<file path="config.mk">
export PLATFORM = sky130hd
export DESIGN_NAME = mem_access
export DESIGN_NICKNAME = d
export VERILOG_FILES = /design/src/rtl/mem_access.sv
export SDC_FILE = /design/constraint.sdc
export NUM_CORES = 1
export LEC_CHECK = 0
export BUFFER_PORTS_ARGS = -buffer_cell sky130_fd_sc_hd__buf_2
export CAP_MARGIN = 10
export CORE_AREA = 2 2 109 111
export CTS_BUF_LIST = sky130_fd_sc_hd__clkbuf_16
export DETAILED_ROUTE_END_ITERATION = 12
export DIE_AREA = 0 0 111 113
export MAX_ROUTING_LAYER = met4
export PLACE_DENSITY = 0.85
export SYNTH_ARGS = -nofsm -noshare
export SYNTH_HDL_FRONTEND = slang
export SYNTH_SLANG_ARGS = --single-unit
export TNS_END_PERCENT = 50
</file>
<file path="constraint.sdc">
create_clock -name clk -period 6.2 [get_ports clk]
set_input_delay 1.24 -clock clk [delete_from_list [all_inputs] [get_ports clk]]
set_output_delay 1.24 -clock clk [all_outputs]
set_load 0.05 [all_outputs]
</file>
<file path="src/rtl/mem_access.sv">
// mem_access: load/store stage between execute and write-back.
// Non-memory results are registered through with one cycle of latency.
// Loads and stores run a valid/ack bus transaction while upstream is held.
// Load data is sign- or zero-extended before it is written back.
module mem_access #(
  parameter int unsigned TIMEOUT_CYCLES = 0
) (
  input  logic        clk,
  input  logic        rst_n,
  input  logic [31:0] mem_instr_in,
  input  logic [4:0]  mem_write_addr_in,
  input  logic [31:0] mem_write_data_in,
  input  logic        mem_wen_in,
  input  logic [31:0] mem_addr_in,
  input  logic [31:0] mem_store_data_in,
  output logic        bus_req_out,
  output logic        bus_we_out,
  output logic [31:0] bus_addr_out,
  output logic [31:0] bus_wdata_out,
  output logic [3:0]  bus_wstrb_out,
  input  logic        bus_ack_in,
  input  logic [31:0] bus_rdata_in,
  output logic [4:0]  mem_write_addr_out,
  output logic [31:0] mem_write_data_out,
  output logic        mem_wen_out,
  output logic        mem_stall_out,
  output logic        mem_misalign_out,
  output logic        mem_bus_err_out
);

  typedef enum logic {IDLE = 1'b0, BUSY = 1'b1} state_e;

  localparam logic [6:0]  OP_LOAD  = 7'b0000011;
  localparam logic [6:0]  OP_STORE = 7'b0100011;
  localparam bit          TO_EN    = (TIMEOUT_CYCLES != 0);
  // Count value seen in the last BUSY cycle before the abort edge.
  localparam logic [31:0] TO_LAST  = TIMEOUT_CYCLES - 32'd1;

  // Load data extension: select the addressed byte/half and extend it.
  function automatic logic [31:0] load_extend(input logic [2:0]  f3,
                                              input logic [1:0]  lane,
                                              input logic [31:0] rdata);
    logic [7:0]  b;
    logic [15:0] h;
    logic [31:0] r;
    case (lane)
      2'd0:    b = rdata[7:0];
      2'd1:    b = rdata[15:8];
      2'd2:    b = rdata[23:16];
      default: b = rdata[31:24];
    endcase
    h = lane[1] ? rdata[31:16] : rdata[15:0];
    case (f3)
      3'd0:    r = {{24{b[7]}}, b};
      3'd4:    r = {24'd0, b};
      3'd1:    r = {{16{h[15]}}, h};
      3'd5:    r = {16'd0, h};
      default: r = rdata;
    endcase
    return r;
  endfunction

  state_e      state_q, state_d;
  logic [31:0] cnt_q, cnt_d;
  logic        bus_req_q, bus_req_d;
  logic        bus_we_q, bus_we_d;
  logic [31:0] bus_addr_q, bus_addr_d;
  logic [31:0] bus_wdata_q, bus_wdata_d;
  logic [3:0]  bus_wstrb_q, bus_wstrb_d;
  logic        is_store_q, is_store_d;
  logic [2:0]  f3_q, f3_d;
  logic [1:0]  lane_q, lane_d;
  logic [4:0]  rd_q, rd_d;
  logic [4:0]  wb_addr_q, wb_addr_d;
  logic [31:0] wb_data_q, wb_data_d;
  logic        wen_q, wen_d;
  logic        misalign_q, misalign_d;
  logic        err_q, err_d;
  logic        stall;

  logic [6:0]  opcode;
  logic [2:0]  f3;
  logic        is_load, is_store;
  logic        load_ok, store_ok, aligned;
  logic        mem_go, mem_misalign;
  logic        timeout_hit;
  logic [3:0]  st_wstrb;
  logic [31:0] st_wdata;
  logic        unused_instr;

  assign opcode       = mem_instr_in[6:0];
  assign f3           = mem_instr_in[14:12];
  assign unused_instr = ^{mem_instr_in[31:15], mem_instr_in[11:7]};
  assign is_load      = (opcode == OP_LOAD);
  assign is_store     = (opcode == OP_STORE);
  assign load_ok      = is_load && (f3 == 3'd0 || f3 == 3'd1 || f3 == 3'd2 ||
                                    f3 == 3'd4 || f3 == 3'd5);
  assign store_ok     = is_store && (f3 == 3'd0 || f3 == 3'd1 || f3 == 3'd2);
  assign timeout_hit  = TO_EN && (cnt_q == TO_LAST);

  // Alignment check by access size (f3[1:0]: 0 byte, 1 half, 2 word).
  always_comb begin
    aligned = 1'b1;
    case (f3[1:0])
      2'd1:    aligned = (mem_addr_in[0] == 1'b0);
      2'd2:    aligned = (mem_addr_in[1:0] == 2'b00);
      default: aligned = 1'b1;
    endcase
  end

  assign mem_go       = (load_ok || store_ok) && aligned;
  assign mem_misalign = (load_ok || store_ok) && !aligned;

  // Store lane formatting: replicate data across lanes and pick strobes.
  always_comb begin
    st_wstrb = 4'b1111;
    st_wdata = mem_store_data_in;
    case (f3[1:0])
      2'd0: begin
        st_wstrb = 4'b0001 << mem_addr_in[1:0];
        st_wdata = {4{mem_store_data_in[7:0]}};
      end
      2'd1: begin
        st_wstrb = 4'b0011 << {mem_addr_in[1], 1'b0};
        st_wdata = {2{mem_store_data_in[15:0]}};
      end
      default: begin
        st_wstrb = 4'b1111;
        st_wdata = mem_store_data_in;
      end
    endcase
  end

  // Next-state, bus control, write-back and stall decisions.
  always_comb begin
    state_d     = state_q;
    cnt_d       = cnt_q;
    bus_req_d   = bus_req_q;
    bus_we_d    = bus_we_q;
    bus_addr_d  = bus_addr_q;
    bus_wdata_d = bus_wdata_q;
    bus_wstrb_d = bus_wstrb_q;
    is_store_d  = is_store_q;
    f3_d        = f3_q;
    lane_d      = lane_q;
    rd_d        = rd_q;
    wb_addr_d   = wb_addr_q;
    wb_data_d   = wb_data_q;
    wen_d       = 1'b0;
    misalign_d  = 1'b0;
    err_d       = 1'b0;
    stall       = 1'b0;
    case (state_q)
      IDLE: begin
        cnt_d     = '0;
        wb_addr_d = mem_write_addr_in;
        wb_data_d = mem_write_data_in;
        if (mem_go) begin
          stall       = 1'b1;
          state_d     = BUSY;
          bus_req_d   = 1'b1;
          bus_we_d    = is_store;
          bus_addr_d  = {mem_addr_in[31:2], 2'b00};
          bus_wstrb_d = is_store ? st_wstrb : 4'b0000;
          bus_wdata_d = is_store ? st_wdata : 32'd0;
          is_store_d  = is_store;
          f3_d        = f3;
          lane_d      = mem_addr_in[1:0];
          rd_d        = mem_write_addr_in;
        end else if (mem_misalign) begin
          misalign_d = 1'b1;
        end else if (!is_load && !is_store) begin
          // Unsupported load/store encodings fall through with wen low.
          wen_d = mem_wen_in;
        end
      end
      BUSY: begin
        if (bus_ack_in) begin
          // Ack beats a coincident timeout: normal completion.
          state_d   = IDLE;
          bus_req_d = 1'b0;
          cnt_d     = '0;
          if (!is_store_q) begin
            wb_addr_d = rd_q;
            wb_data_d = load_extend(f3_q, lane_q, bus_rdata_in);
            wen_d     = (rd_q != 5'd0);
          end
        end else if (timeout_hit) begin
          state_d   = IDLE;
          bus_req_d = 1'b0;
          err_d     = 1'b1;
          cnt_d     = '0;
        end else begin
          stall = 1'b1;
          if (TO_EN) cnt_d = cnt_q + 32'd1;
        end
      end
      default: state_d = IDLE;
    endcase
  end

  // State and output registers with synchronous active-low reset.
  always_ff @(posedge clk) begin
    if (!rst_n) begin
      state_q     <= IDLE;
      cnt_q       <= '0;
      bus_req_q   <= 1'b0;
      bus_we_q    <= 1'b0;
      bus_addr_q  <= '0;
      bus_wdata_q <= '0;
      bus_wstrb_q <= '0;
      is_store_q  <= 1'b0;
      f3_q        <= '0;
      lane_q      <= '0;
      rd_q        <= '0;
      wb_addr_q   <= '0;
      wb_data_q   <= '0;
      wen_q       <= 1'b0;
      misalign_q  <= 1'b0;
      err_q       <= 1'b0;
    end else begin
      state_q     <= state_d;
      cnt_q       <= cnt_d;
      bus_req_q   <= bus_req_d;
      bus_we_q    <= bus_we_d;
      bus_addr_q  <= bus_addr_d;
      bus_wdata_q <= bus_wdata_d;
      bus_wstrb_q <= bus_wstrb_d;
      is_store_q  <= is_store_d;
      f3_q        <= f3_d;
      lane_q      <= lane_d;
      rd_q        <= rd_d;
      wb_addr_q   <= wb_addr_d;
      wb_data_q   <= wb_data_d;
      wen_q       <= wen_d;
      misalign_q  <= misalign_d;
      err_q       <= err_d;
    end
  end

  assign bus_req_out        = bus_req_q;
  assign bus_we_out         = bus_we_q;
  assign bus_addr_out       = bus_addr_q;
  assign bus_wdata_out      = bus_wdata_q;
  assign bus_wstrb_out      = bus_wstrb_q;
  assign mem_write_addr_out = wb_addr_q;
  assign mem_write_data_out = wb_data_q;
  assign mem_wen_out        = wen_q;
  assign mem_stall_out      = stall;
  assign mem_misalign_out   = misalign_q;
  assign mem_bus_err_out    = err_q;

endmodule

</file>
==> results of run 1 <==
## area by class of cell
type | instances | area (um2)
Inverter | 14 | 52.6
Multi-Input combinational cell | 444 | 2870
Antenna cell | 2 | 5.00
Fill cell | 962 | 3910
Timing Repair Buffer | 258 | 1300
Sequential cell | 118 | 2360
Tap cell | 143 | 179
Clock buffer | 17 | 425
Clock inverter | 15 | 164
## how the worst min path moves through the flow
stage                                                end  slack [ps]  cells after the start
after floorplan                     rd_q[4]$_SDFFE_PN0P_         450                      2
after global placement     bus_addr_out[23]$_SDFFE_PN0P_         440                      2
after detailed placement  bus_wdata_out[19]$_SDFFE_PN0P_         440                      1
after CTS                  bus_addr_out[13]$_SDFFE_PN0P_         460                      2
after global routing      bus_wdata_out[19]$_SDFFE_PN0P_         480                      1
final                      bus_addr_out[13]$_SDFFE_PN0P_         450                      2
## Yosys cell counts, drive strengths merged, types with 15 or more instances
master   count  area share [%]
mux2i       57              10
a21oi       33             3.0
a22o        23             3.6
nor2        17             1.2
buf         23             3.0
clkbuf      27             1.8
nor3b       15             2.0
o21ai       28             2.5
a211oi      22             3.2
dfxtp      118              43
nand2      145             9.9
o2bb2ai     28             4.4
## flip-flops by register name, summed over array words and instances, names as in the netlist
| name | count |
|---|---|
| bus_req_out | 1 |
| is_store_q | 1 |
| bus_wstrb_out | 4 |
| state_q | 1 |
| rd_q | 5 |
| mem_write_data_out | 32 |
| bus_addr_out | 30 |
| mem_write_addr_out | 5 |
| mem_misalign_out | 1 |
| bus_wdata_out | 32 |
| mem_wen_out | 1 |
| lane_q | 2 |
| f3_q | 3 |
## report_power, final
group / switching [uW] / internal, uW
sequential: 7.05 / 773
combinational: 142 / 79.3
clock: 350 / 625
total: 499 / 1480
## per-layer routing
layer | vias to the layer above | track usage, % | wire (um)
met2 | 231 | 41.3 | 7580
met5 | - | - | 0
li1 | 2670 | - | -
met3 | 30 | 6.75 | 1150
met1 | 2475 | 30.2 | 6920
met4 | 0 | 12.0 | 441
## worst max-delay path: stages
cell	delay, ps
buf_2	120
inv_1	80
ha_1	600
o21bai_1	260
a211oi_4	340
nand2_2	90
nand2_1	80
buf_2	280
## cell families (layout without fill, tap and decap cells)
| logic type | after synthesis | in the layout | share of synthesized area (%) |
|---|---|---|---|
| and+or+nand+nor | 201 | 201 | 16.1 |
| buffers and inverters | 64 | 304 | 5.74 |
| muxes | 70 | 70 | 13.1 |
| other | 1 | 5 | 0.0677 |
| AOI/OAI and AO/OA | 167 | 167 | 21.6 |
| DFF | 118 | 118 | 42.6 |
| adders and majority gates | 3 | 3 | 0.677 |
## per-stage QoR
stage	util, %	total power, uW	setup slack [ps]	instances	instance area (um2)
after floorplan	-	935	2240	626	5550
after global placement	60.1	1010	1930	977	6770
after detailed placement	60.1	1020	1880	977	6770
after CTS	65.3	1990	1880	1009	7360
after global routing	65.3	2040	1710	1011	7360
final	65.3	1980	1860	1011	7360
==> flow_metrics.py, run 1 <==
metrics = {
    "outcome": {
        "status": "finished, final reports clean",
    },
    "yosys": {
        "yosysUniqueCellTypes": 46,
        "yosysWarnings": 0,
        "mappedNetlistArea_um2": 5540,
        "synth_seq_area_share_pct": 42.6,
        "ys_ff_latch": 118,
        "yosys_most_used_dff": "dfxtp_1",
        "syn_avg_cell_area_um2": 8.88,
        "syn_inst": 624,
        "async_flop_share_pct": 0,
        "synth_edf_count": 0,
    },
    "sta": {
        "rsz0062_at_grt": "false",
        "final-setup-viol-count": 0,
        "finClkSkew_ps": 5.62,
        "worstMarginPinSlew_ps": 1030,
        "timing.fmax_mhz": 231,
        "drv_slew": 0,
        "max-slew-margin-rel_pct": 31.7,
        "min_period_over_period_pct": 69.9,
        "fin_crit_ps": 4340,
        "fin_setup_tns_ps": 0,
        "hold_viol": 0,
        "fin_hold_ws_ps": 452,
    },
    "power_and_ir_drop": {
        "p_per_area_nw_per_um2": 268,
        "p_leak_uw": 0.00366,
        "peakVddDrop_v": 0.000181,
    },
    "drt": {
        "drtIter0Drc": 408,
        "avgRoutedWirePerCell_um": 15.9,
        "routed_wirelength_um": 16100,
        "via_per_inst": 5.35,
        "first_pass_iters": 5,
        "vias": 5406,
        "drc": 0,
        "antenna_left": 0,
    },
    "finish": {
        "drive_above_1_share_pct": 35.9,
        "final_cell_mix": "buf_2 (253), nand2_1 (144), dfxtp_1 (117)",
        "final_common_cell": "buf_2",
        "syn_to_final_growth_pct": 32.9,
        "final_net_count": 1025,
    },
    "worst_setup_path": {
        "cp-end-kind": "primary output",
        "worstRegToRegCells": 5,
        "critPathLaunchType": "input port",
        "crit_end": "mem_stall_out",
        "crit_start": "mem_instr_in[12]",
        "worstSetupPathType": "in2out",
        "worst-r2r-setup-slack_ps": 3840,
        "worst-path-max-fanout": 20,
        "required_ps": 4960,
        "arrival_ps": 3100,
        "regToRegEndpoint": "mem_write_data_out[18]$_SDFFE_PN0P_",
        "r2r-start": "state_q$_SDFF_PN0_",
    },
    "clock_tree": {
        "postCtsSetupRepairBufs": 0,
        "cts_tree": "yes",
        "cts.sinks": 118,
        "htreeDepth": 4,
        "cts_inserted_buffers": 17,
        "post_cts_resized": 0,
        "clk_path_buf_depth": 2,
        "postCtsHoldBufs": 0,
        "insertion_delay_ps": 410,
        "path_clk_slew_ps": 60,
        "cts_root_buf": "clkbuf_16",
    },
    "die": {
        "ios": 280,
        "coreArea_um2": 11300,
        "start_util_pct": 49.2,
        "std_cell_rows": 39,
        "die_x_um": 111,
        "dieArea_um2": 12500,
        "die_y_um": 113,
    },
    "global_routing": {
        "grt_pass1_wl_um": 24900,
        "antenna_found_initial": 2,
        "overflow": 0,
        "grt_pass1_vias": 4942,
        "grt_start_max_net_pins": 80,
        "grt.total_usage_pct": 25.6,
    },
    "worst_hold_path": {
        "hp-start": "bus_addr_out[13]$_SDFFE_PN0P_",
        "min_path_type": "reg2reg",
    },
    "flow_run": {
        "cap_viol_max_count": 0,
    },
    "place": {
        "port_buffers": 254,
        "post-dp-hpwl_um": 11600,
        "gp_congestion": 0.889,
    },
}
(Power assumes the default switching activity.)
==> run 2, diff against run 1 <==
--- a/config.mk
+++ b/config.mk
@@ -7,12 +7,11 @@
 export LEC_CHECK = 0
 export BUFFER_PORTS_ARGS = -buffer_cell sky130_fd_sc_hd__buf_2
 export CAP_MARGIN = 10
-export CORE_AREA = 2 2 109 111
+export CORE_UTILIZATION = 42
 export CTS_BUF_LIST = sky130_fd_sc_hd__clkbuf_16
 export DETAILED_ROUTE_END_ITERATION = 12
-export DIE_AREA = 0 0 111 113
 export MAX_ROUTING_LAYER = met4
-export PLACE_DENSITY = 0.85
+export PLACE_DENSITY = 0.78
 export SYNTH_ARGS = -nofsm -noshare
 export SYNTH_HDL_FRONTEND = slang
 export SYNTH_SLANG_ARGS = --single-unit
==> constraint.sdc (replaced) <==
create_clock -name clk -period 3.5 [get_ports clk]
set_input_delay 0.7 -clock clk [delete_from_list [all_inputs] [get_ports clk]]
set_output_delay 0.7 -clock clk [all_outputs]
set_load 0.05 [all_outputs]
==> run 2 against run 1 <==
Compared with the run above: via count down 1.1%; sequential power is 77% higher; setup slack worse by 1300 ps; clock skew is 1.4 ps higher; wire length increased by 0.63%; global-route usage is 1.4 points lower; core utilization fell by 6.2 points; cell count is 3.2% higher; register-to-register slack got worse by 2500 ps; worst hold slack better by 4.1 ps; combinational power increased by 81%; critical path type unchanged.
==> flow_metrics.py, run 2 (synthesized netlist as in run 1, its figures left out) <==
metrics = {
    "sta": {
        "rsz0062_at_grt": "false",
        "fin_crit_ps": 2980,
        "worstMarginPinSlew_ps": 854,
        "max-slew-margin-rel_pct": 43.0,
        "finClkSkew_ps": 6.98,
        "min_period_over_period_pct": 85.0,
        "timing.fmax_mhz": 336,
        "hold_viol": 0,
        "final-setup-viol-count": 0,
        "drv_slew": 0,
        "fin_setup_tns_ps": 0,
    },
    "finish": {
        "final_cell_mix": "buf_2 (253), nand2_1 (144), dfxtp_1 (117)",
        "syn_to_final_growth_pct": 35.7,
        "fillers": 1195,
        "final_common_cell": "buf_2",
        "drive_above_1_share_pct": 36.3,
        "fin_util_pct": 59.1,
        "multi_input_area_um2": 2880,
        "final_net_count": 1030,
        "seq_area_um2": 2360,
        "n_antenna_cell": 0,
    },
    "drt": {
        "drc": 0,
        "routed_wirelength_um": 16200,
        "vias": 5348,
        "first_pass_iters": 5,
        "antenna_left": 0,
        "via_per_inst": 5.13,
        "drtIter0Drc": 322,
        "avgRoutedWirePerCell_um": 15.5,
    },
    "power_and_ir_drop": {
        "p_leak_uw": 0.00373,
        "power.switching_uw": 885,
        "p_per_area_nw_per_um2": 495,
        "clockPowerShare_pct": 52.2,
        "power_frac_seq_pct": 37.1,
        "p_int_uw": 2840,
        "peakVddDrop_v": 0.000284,
        "combPwrFrac_pct": 10.7,
        "swShare_pct": 23.8,
    },
    "worst_setup_path": {
        "path_cells": "buf_2, inv_1, ha_1, o21bai_1, a211oi_4, nand2_2, nand2_1, buf_2",
        "cp_slowest_cell": "ha_1",
        "critPathLaunchType": "input port",
        "critPathTopFamily": "compound AO/OA/AOI/OAI gates",
        "worst-r2r-setup-slack_ps": 1320,
        "slowest_delay_ps": 420,
        "required_ps": 2800,
        "worstSetupPathType": "in2out",
        "crit_buf_inv": 3,
        "arrival_ps": 2280,
        "worst-path-max-fanout": 11,
        "cp-end-kind": "primary output",
        "cpMostUsedCell": "buf_2",
    },
    "global_routing": {
        "antenna_found_initial": 0,
        "grt_pass1_vias": 4992,
        "grt_pass1_wl_um": 24500,
        "grt_start_max_net_pins": 72,
        "grt.total_usage_pct": 24.2,
        "overflow": 0,
    },
    "die": {
        "die_y_um": 117,
        "ios": 280,
        "std_cell_rows": 41,
        "start_util_pct": 43.6,
        "coreArea_um2": 12700,
        "dieArea_um2": 13700,
        "die_x_um": 117,
    },
    "clock_tree": {
        "clk_path_buf_depth": 2,
        "cts_tree": "yes",
        "cts_inserted_buffers": 17,
        "path_clk_slew_ps": 50,
        "insertion_delay_ps": 410,
        "postCtsSetupRepairBufs": 0,
        "postCtsHoldBufs": 0,
        "post_cts_resized": 0,
        "cts_root_buf": "clkbuf_16",
        "cts.sinks": 118,
        "htreeDepth": 4,
    },
    "flow_run": {
        "cap_viol_max_count": 0,
    },
    "outcome": {
        "status": "finished, final reports clean",
    },
    "place": {
        "gp_congestion": 0.857,
        "port_buffers": 254,
        "post-dp-hpwl_um": 11600,
    },
    "worst_hold_path": {
        "min_path_type": "reg2reg",
    },
}
## run 2: changes by cell type in the layout (fill, tap and decap cells not counted), moves of 2 or more
cell,before,now
buf_4,5,9
bufinv_16,3,6
clkinvlp_4,5,3
diode_2,2,0
## run 2: stage by stage
| step | setup slack, ps | cell area [um2] | hold slack [ps] | total power [uW] | cells |
|---|---|---|---|---|---|
| floorplan | 621 | 5550 | 445 | 1660 | 626 |
| global placement | 589 | 6860 | 441 | 1800 | 1011 |
| detailed placement | 536 | 6860 | 443 | 1810 | 1011 |
| CTS | 524 | 7520 | 458 | 3760 | 1043 |
| global route | 402 | 7520 | 474 | 3860 | 1043 |
| finish | 524 | 7520 | 456 | 3730 | 1043 |
## run 2: layout make-up
type / count / share of cell area, %
clock inverters: 15 / 3.11
clock buffers: 17 / 5.66
multi-input cells: 444 / 38.2
inverters: 14 / 0.699
well taps: 172 / 2.86
repair buffers: 263 / 18.0
flip-flops and latches: 118 / 31.4
## run 2: worst reg2reg max path: stages, from the launching register on
cell and delay [ps]:
dfxtp_1 690, mux2_2 430, mux2i_1 130, o31a_1 600, a211oi_1 170
## run 2: power groups by stage
stage,clock network [uW],registers (uW),logic [uW]
finish,1940,1380,399
global route,2040,1380,434
CTS,1980,1380,399
detailed placement,0,1410,397
global placement,0,1410,393
floorplan,0,1500,159
## run 2: per-layer routing
metal / vias up / GRT usage, % / share of wire [%]
li1: 2673 / - / -
met1: 2424 / 27.6 / 44
met2: 223 / 40.8 / 48
met3: 28 / 5.61 / 6.7
met4: 0 / 10.3 / 2.2
met5: - / - / 0
## run 2: worst paths after layout
path / startpoint / end / depth (start not counted)
worst max-delay path: mem_instr_in[13] / mem_stall_out / 8
worst max register to register: lane_q[1]$_SDFFE_PN0P_ / mem_write_data_out[18]$_SDFFE_PN0P_ / 4
worst min register to register: bus_addr_out[22]$_SDFFE_PN0P_ / bus_addr_out[22]$_SDFFE_PN0P_ / 2
worst min-delay path: bus_addr_out[22]$_SDFFE_PN0P_ / bus_addr_out[22]$_SDFFE_PN0P_ / 2
==> run 3, diff against run 2 <==
--- a/config.mk
+++ b/config.mk
@@ -7,11 +7,11 @@
 export LEC_CHECK = 0
 export BUFFER_PORTS_ARGS = -buffer_cell sky130_fd_sc_hd__buf_2
 export CAP_MARGIN = 10
-export CORE_UTILIZATION = 42
+export CORE_UTILIZATION = 30
 export CTS_BUF_LIST = sky130_fd_sc_hd__clkbuf_16
 export DETAILED_ROUTE_END_ITERATION = 12
+export GPL_TIMING_DRIVEN = 0
 export MAX_ROUTING_LAYER = met4
-export PLACE_DENSITY = 0.78
 export SYNTH_ARGS = -nofsm -noshare
 export SYNTH_HDL_FRONTEND = slang
 export SYNTH_SLANG_ARGS = --single-unit
==> run 3 against run 2 <==
Compared with the run above: maximum frequency fell by 10%; count of clock-buffer cells in the layout unchanged; die area increased by 39%; core utilization decreased by 16 points; global-route usage fell by 3.0 points; sequential share of layout area is 0.86 points lower; setup slack worse by 350 ps; clock power decreased by 5%; combinational power rose by 5%; first-iteration DRC count decreased by 8.1%; non-clock buffer count is 40 higher; largest cell class unchanged; largest power group unchanged.
==> flow_metrics.py, run 3 (synthesized netlist as in run 1, its figures left out) <==
metrics = {
    "outcome": {
        "status": "finished, final reports clean",
    },
    "worst_setup_path": {
        "crit_buf_inv": 5,
        "slowest_delay_ps": 370,
        "arrival_ps": 2620,
        "cpMostUsedCell": "buf_2",
        "path_cells": "buf_2, inv_1, ha_1, buf_2, o21bai_1, a211oi_4, nand2_2, buf_6, nand2_1, buf_2",
        "critPathTopFamily": "buffers and inverters",
        "critPathLaunchType": "input port",
        "cp_slowest_cell": "a211oi_4",
        "worstSetupPathType": "in2out",
        "required_ps": 2800,
        "cp-end-kind": "primary output",
        "worst-path-max-fanout": 10,
    },
    "finish": {
        "multi_input_area_um2": 2870,
        "final_cell_mix": "buf_2 (264), nand2_1 (144), dfxtp_1 (118)",
        "final_net_count": 1070,
        "seq_area_um2": 2360,
        "final_common_cell": "buf_2",
        "fillers": 1886,
        "syn_to_final_growth_pct": 39.4,
        "drive_above_1_share_pct": 35.7,
    },
    "drt": {
        "first_pass_iters": 5,
        "vias": 5554,
        "avgRoutedWirePerCell_um": 17.1,
        "drtIter0Drc": 296,
        "routed_wirelength_um": 19600,
        "drc": 0,
        "antenna_left": 0,
        "via_per_inst": 4.85,
    },
    "clock_tree": {
        "postCtsHoldBufs": 0,
        "htreeDepth": 4,
        "postCtsSetupRepairBufs": 0,
        "cts_tree": "yes",
        "clk_path_buf_depth": 2,
        "post_cts_resized": 0,
        "cts.sinks": 118,
        "path_clk_slew_ps": 60,
        "insertion_delay_ps": 420,
        "cts_inserted_buffers": 17,
        "cts_root_buf": "clkbuf_16",
    },
    "die": {
        "die_y_um": 138,
        "start_util_pct": 30.7,
        "ios": 280,
        "die_x_um": 138,
        "coreArea_um2": 18000,
        "dieArea_um2": 19000,
        "std_cell_rows": 49,
    },
    "power_and_ir_drop": {
        "power.switching_uw": 946,
        "combPwrFrac_pct": 11.5,
        "p_leak_uw": 0.00380,
        "clockPowerShare_pct": 50.7,
        "swShare_pct": 26.0,
        "peakVddDrop_v": 0.000335,
        "p_per_area_nw_per_um2": 472,
        "p_int_uw": 2700,
        "power_frac_seq_pct": 37.9,
    },
    "worst_hold_path": {
        "min_path_type": "reg2reg",
    },
    "place": {
        "gp_congestion": 0.846,
        "dp_slack_ps": 161,
        "port_buffers": 253,
        "post-dp-hpwl_um": 14900,
    },
    "sta": {
        "finClkSkew_ps": 6.59,
        "fin_setup_tns_ps": 0,
        "timing.fmax_mhz": 301,
        "hold_viol": 0,
        "rsz0062_at_grt": "false",
        "final-setup-viol-count": 0,
        "max-slew-margin-rel_pct": 56.4,
        "min_period_over_period_pct": 94.9,
        "fin_crit_ps": 3320,
        "setup_ws_ps": 178,
        "worstMarginPinSlew_ps": 655,
        "drv_slew": 0,
    },
    "flow_run": {
        "cap_viol_max_count": 0,
    },
    "global_routing": {
        "grt_pass1_wl_um": 29100,
        "grt.total_usage_pct": 21.2,
        "antenna_found_initial": 5,
        "grt_start_max_net_pins": 17,
        "grt_pass1_vias": 5248,
        "overflow": 0,
    },
}
## run 3: cell types whose count changed in the layout (fill, tap and decap cells not counted), moves of 2 or more
cell | previous run | this run
bufinv_16 | 6 | 4
buf_2 | 253 | 264
diode_2 | 0 | 5
buf_1 | 0 | 2
buf_4 | 9 | 3
buf_6 | 0 | 7
clkbuf_1 | 0 | 27
## run 3: layout make-up
type / count / area share (%)
Tap cell: 229 / 3.71
Buffer: 50 / 3.43
Antenna cell: 5 / 0.162
Clock inverter: 15 / 2.43
Inverter: 14 / 0.680
Clock buffer: 17 / 5.51
Multi-Input combinational cell: 444 / 37.1
Sequential cell: 118 / 30.6
Timing Repair Buffer: 253 / 16.4
## run 3: worst min-delay path: cells and delay by family (launching register included)
| kind | cells | cell delay, ps |
|---|---|---|
| muxes | 1 | 50 |
| DFF | 1 | 300 |
| and+or+nand+nor | 1 | 50 |
## run 3: final timing paths
path / from / to / slack [ps] / cells after the start
max reg2reg: state_q$_SDFF_PN0_ / mem_write_data_out[30]$_SDFFE_PN0P_ / 1340 / 6
min reg2reg: bus_addr_out[8]$_SDFFE_PN0P_ / bus_addr_out[8]$_SDFFE_PN0P_ / 460 / 2
max: mem_instr_in[12] / mem_stall_out / 180 / 10
min: bus_addr_out[8]$_SDFFE_PN0P_ / bus_addr_out[8]$_SDFFE_PN0P_ / 460 / 2
## run 3: metrics by stage
stage / area (um2) / utilization [%] / total power, uW / hold WS, ps / cells
after CTS: 7710 / 42.8 / 3680 / 458 / 1140
after floorplan: 5550 / - / 1660 / 445 / 626
after detailed placement: 7100 / 39.4 / 1830 / 443 / 1108
final: 7730 / 42.9 / 3650 / 455 / 1145
after global placement: 7100 / 39.4 / 1830 / 440 / 1108
after global routing: 7730 / 42.9 / 3770 / 470 / 1145
## run 3: power by group through the flow
stage	Clock (uW)	Sequential, uW	Combinational [uW]
floorplan	0	1500	159
global placement	0	1410	417
detailed placement	0	1410	418
CTS	1880	1380	420
global route	1940	1380	454
finish	1850	1380	417
## run 3: routing by layer
metal / vias to the layer above / track usage [%] / routed length, um
met2: 201 / 34.1 / 9480
met3: 31 / 4.75 / 1280
li1: 2772 / - / -
met1: 2550 / 25.3 / 8470
met5: - / - / 0
met4: 0 / 9.12 / 395
